**src/rtl/scnn_comp_pkg.sv**
```systemverilog
// Shared types and sizes for the SCNN zero-run compressor/decompressor pair.
// Both ends import this package so their vector geometry always agrees.
package scnn_comp_pkg;

    localparam int DATA_W  = 16;
    localparam int VEC_LEN = 16;
    localparam int IDX_W   = 5;
    localparam int CNT_W   = 5;

    typedef logic [DATA_W-1:0] elem_t;
    typedef elem_t [VEC_LEN-1:0] dvec_t;

    typedef enum logic {FILL, EMIT} dec_state_t;

endpackage

```
**src/rtl/scnn_decompression_ips.sv**
```systemverilog
// Streaming zero-run decoder: collects (value, preceding-zero-run) entries into a
// dense vector and hands the whole vector out with a write count and an overflow flag.
module scnn_decompression_ips
    import scnn_comp_pkg::*;
(
    input  logic                        clk,
    input  logic                        reset,
    input  logic                        in_valid,
    output logic                        in_ready,
    input  logic [DATA_W-1:0]           in_data,
    input  logic [IDX_W-1:0]            in_zrun,
    input  logic                        in_last,
    output logic                        out_valid,
    input  logic                        out_ready,
    output logic [VEC_LEN*DATA_W-1:0]   out_vec,
    output logic [CNT_W-1:0]            out_nnz,
    output logic                        out_err
);

    localparam int SLOT_W = $clog2(VEC_LEN);

    dec_state_t        state_q;
    logic [IDX_W:0]    pos_q;
    logic [CNT_W-1:0]  nnz_q;
    logic              err_q;
    dvec_t             vec_q;

    logic [IDX_W:0]    tgt;
    logic              drop;

    // One extra bit on the target keeps pos+zrun from wrapping back into range.
    always_comb begin
        tgt  = pos_q + {1'b0, in_zrun};
        drop = (tgt >= (IDX_W+1)'(VEC_LEN));
    end

    always_ff @(posedge clk) begin
        if (reset) begin
            state_q <= FILL;
            pos_q   <= '0;
            nnz_q   <= '0;
            err_q   <= 1'b0;
            vec_q   <= '0;
        end else begin
            case (state_q)
                FILL: begin
                    if (in_valid) begin
                        if (drop) begin
                            err_q <= 1'b1;
                        end else begin
                            vec_q[tgt[SLOT_W-1:0]] <= in_data;
                            pos_q <= tgt + (IDX_W+1)'(1);
                            nnz_q <= nnz_q + CNT_W'(1);
                        end
                        if (in_last) begin
                            state_q <= EMIT;
                        end
                    end
                end
                EMIT: begin
                    // Clearing here means unwritten slots of the next frame read as zero.
                    if (out_ready) begin
                        state_q <= FILL;
                        pos_q   <= '0;
                        nnz_q   <= '0;
                        err_q   <= 1'b0;
                        vec_q   <= '0;
                    end
                end
                default: state_q <= FILL;
            endcase
        end
    end

    assign in_ready  = (state_q == FILL);
    assign out_valid = (state_q == EMIT);
    assign out_vec   = vec_q;
    assign out_nnz   = nnz_q;
    assign out_err   = err_q;

endmodule
```
**config.mk**
```make
export PLATFORM = sky130hd
export DESIGN_NAME = scnn_decompression_ips
export DESIGN_NICKNAME = d
export VERILOG_FILES = /design/src/rtl/scnn_comp_pkg.sv /design/src/rtl/scnn_decompression_ips.sv
export SDC_FILE = /design/constraint.sdc
export NUM_CORES = 1
export LEC_CHECK = 0
export BUFFER_PORTS_ARGS = -buffer_cell sky130_fd_sc_hd__buf_2
export CORE_UTILIZATION = 50
export DETAILED_ROUTE_END_ITERATION = 10
export GPL_ROUTABILITY_DRIVEN = 0
export PLACE_DENSITY = 0.81
export SLEW_MARGIN = 40
export SYNTH_ARGS = -nofsm -noshare
export SYNTH_HDL_FRONTEND = slang
export SYNTH_SLANG_ARGS = --single-unit
```
**constraint.sdc**
```tcl
create_clock -name clk -period 4.55 [get_ports clk]
set_input_delay 0.2275 -clock clk [delete_from_list [all_inputs] [get_ports clk]]
set_output_delay 0.2275 -clock clk [all_outputs]
set_load 0.01 [all_outputs]
```
==> qor.csv <==
stage,metric,value,unit
place,placed instance count,1183,
clock_tree,CTS Sinks,269,
finish,Fill cells,1302,
worst_setup_path,Worst Setup End Kind,flip-flop,
yosys,ys async rst share,0,%
finish,Antenna diodes,0,
global_route,GRT Residual Overflow,0,
yosys,Mapped Cells,720,
clock_tree,clk buf depth,3,
die,Starting Density,51.0,%
timing,final setup vio count,0,
die,full die area,18100,um^2
clock_tree,Root Driver,clkbuf_16,
die,row cnt,48,
worst_hold_path,Hold Startpoint,reset,
power_and_ir_drop,P_leak,4.94,nW
die,die width,135,um
worst_setup_path,flop-to-flop setup slack,1140,ps
clock_tree,Worst-path clk slew,70,ps
power_and_ir_drop,Peak VDD IR,0.315,mV
power_and_ir_drop,pwr dens,442,nW/um^2
routing,ANT nets after route,0,
clock_tree,H-tree depth,1,
global_route,number of global-route vias before repair,7144,
yosys,Synth Register Bits,269,
routing,post-DR vias/cell,5.96,
timing,max-slew violation count,0,
place,Placed Instance Area,10400,um^2
worst_setup_path,Crit path largest cell delay,550,ps
clock_tree,TritonCTS Buffers,27,
die,core area,17200,um^2
timing,RSZ-0062 raised after global routing,false,
worst_setup_path,crit path from,pos_q[3]$_SDFFE_PP0P_,
worst_setup_path,Required @ worst endpoint,4980,ps
worst_hold_path,HP Class,in -> reg,
worst_hold_path,WHS Path Cells,2,
yosys,dominant synthesized flop cell,dfxtp_1,
timing,fin crit period,3410,ps
place,post-DP HPWL,18.2,mm
routing,via count of the routed design,7449,
yosys,Synth Cell Area,8780,um^2
worst_setup_path,crit path launch type,flip-flop,
timing,Hold WS,84.2,ps
flow_run,Max-cap violations,0,
worst_setup_path,most frequent CP cell,buf_8,
timing,setup_tns,0,ps
worst_setup_path,Crit Reg-Reg Startpoint,pos_q[3]$_SDFFE_PP0P_,
timing,"Hold Vio Cnt, Final",0,
yosys,"Avg Cell Area, Syn",12.2,um^2
global_route,first-pass GRT wire length,41.3,mm
worst_setup_path,critical path arrival,3830,ps
clock_tree,"Clk Latency, worst-skew pair",520,ps
worst_setup_path,CP Class,reg -> reg,
timing,fin crit share,74.9,%
finish,finished layout cell area,11500,um^2
finish,Final Util,67.0,%
finish,layout cells sized above 1,35.4,%
place,# port buffers,289,
yosys,syn_nets,757,
timing,Slew HR,45.8,%
finish,final net count,1042,
yosys,Netlist cell types,37,
clock_tree,Post-CTS Resized,0,
yosys,post-synthesis sequential area ratio,61.3,%
global_route,initial antenna violation count,0,
timing,Final Skew,10.7,ps
die,Die Height,135,um
yosys,Synth Warn #,0,
routing,Residual DRC,0,
routing,drt wl/cell,22.2,um
global_route,Total GRT Usage,29.3,%
worst_setup_path,CP Cell Sequence,ha_1 -> a21oi_1 -> nor2_1 -> or4_4 -> a21oi_4 -> buf_8 -> buf_8 -> nand2_1 -> o2bb2ai_1,
worst_hold_path,Hold EP,pos_q[0]$_SDFFE_PP0P_,
worst_setup_path,path depth of the worst reg2reg path,9,
worst_setup_path,crit path max-delay cell type,or4_4,
worst_setup_path,crit path max fanout,15,
routing,Initial DRC Count,468,
timing,worst slew pin tran,813,ps
yosys,"EDFF count, synth",0,
routing,DR pass1 iterations,5,
finish,"Cell Count, Final, Fillers Out",1249,
outcome,status,finished clean,
routing,routed wire length,27.7,mm
global_route,largest net degree at the start of global routing,22,
finish,area added between synthesis and finish,31.5,%
timing,f_max,294,MHz
die,I/O pins,290,
clock_tree,"Setup Fix Bufs, Post-CTS",0,
worst_setup_path,RR Endpoint,out_vec[185]$_SDFFE_PP0P_,
clock_tree,CTS tree,yes,
-- per-stage QoR --
stage / power [mW] / setup slack [ps]
after floorplan: 2.75 / 1930
after global placement: 2.91 / 1030
after detailed placement: 2.93 / 1280
after CTS: 5.10 / 1300
after global routing: 5.26 / 987
final: 5.11 / 1140
-- logic make-up after synthesis --
group	synth area share [%]
simple gates	3.80
flops	61.3
mux	0.256
fa+ha+maj	1.65
compound gates	29.1
xor+xnor	0.598
buf+inv	3.26
-- sequential cells by signal, indices dropped and copies added, names as in the netlist --
| name | cells |
|---|---|
| out_vec | 256 |
| pos_q | 6 |
| out_nnz | 5 |
| out_err | 1 |
| out_valid | 1 |
-- area by class of cell --
class | count | area [um^2] | area share (%)
Inverter | 5 | 18.8 | 0.163
Timing Repair Buffer | 318 | 1720 | 14.9
Tap cell | 225 | 282 | 2.44
Multi-Input combinational cell | 384 | 3260 | 28.3
Sequential cell | 269 | 5390 | 46.6
Clock inverter | 11 | 111 | 0.964
Clock buffer | 37 | 763 | 6.61
-- per-layer routing --
layer | vias up | part of all wire, % | track usage, %
li1 | 3355 | - | -
met1 | 3659 | 42 | 38.0
met2 | 349 | 47 | 47.1
met3 | 86 | 7.2 | 5.63
met4 | 0 | 4.5 | 14.0
met5 | - | 0 | 0
-- synth_stat cells, types with 2 or more instances --
master / number / area [um^2]
nand2_1: 37 / 139
ha_1: 10 / 125
mux2_2: 2 / 22.5
xor2_1: 2 / 17.5
a211o_1: 2 / 17.5
nand3b_1: 4 / 30.0
buf_2: 19 / 95.1
buf_4: 3 / 22.5
nor2_1: 10 / 37.5
and3_1: 3 / 18.8
a21oi_1: 15 / 75.1
nand4_1: 2 / 12.5
nand3_1: 3 / 15.0
a41oi_1: 8 / 70.1
nor3_1: 4 / 20.0
a31oi_2: 4 / 50.1
a22o_1: 17 / 149
xnor2_1: 4 / 35.0
clkbuf_1: 40 / 150
o2bb2ai_1: 240 / 2100
inv_1: 5 / 18.8
a21o_1: 3 / 22.5
dfxtp_1: 269 / 5390
-- what timing repair did --
item | CTS | global route
hold buffers | 18 | 0
hold endpoints to repair | 17 | 0
setup endpoints to repair | 0 | 0
-- power breakdown --
group,total [mW],internal [mW],leakage [nW],switching (mW)
Sequential,2.42,2.40,2.17,0.0245
Combinational,0.504,0.142,2.34,0.362
Clock,2.18,1.28,0.434,0.901
-- critical path: cells and delay by family, from the launching register on --
kind / cells / cell delay (ps)
AOI/OAI and AO/OA: 3 / 1100
adders and majority gates: 1 / 350
buffers and inverters: 2 / 410
DFF: 1 / 320
and+or+nand+nor: 3 / 1110
-- worst max path at each step --
stage | to | slack [ps]
final | out_vec[185]$_SDFFE_PP0P_ | 1140
after global routing | out_vec[119]$_SDFFE_PP0P_ | 990
after CTS | out_vec[32]$_SDFFE_PP0P_ | 1300
after detailed placement | out_vec[119]$_SDFFE_PP0P_ | 1280
after global placement | out_vec[55]$_SDFFE_PP0P_ | 1030
after floorplan | out_vec[181]$_SDFFE_PP0P_ | 1930
-- layout by cell type (no fill, tap or decap), types with 7 or more instances in the layout --
cell	synthesis	final
a21oi_1	15	13
a22o_1	17	17
buf_2	19	289
buf_4	3	9
clkbuf_16	0	27
clkinv_2	0	7
dfxtp_1	269	269
dlygate4sd3_1	0	18
ha_1	10	10
nand2_1	37	37
nor2_1	10	10
o2bb2ai_1	240	240
Note: power is estimated with default switching activity, not from simulation.
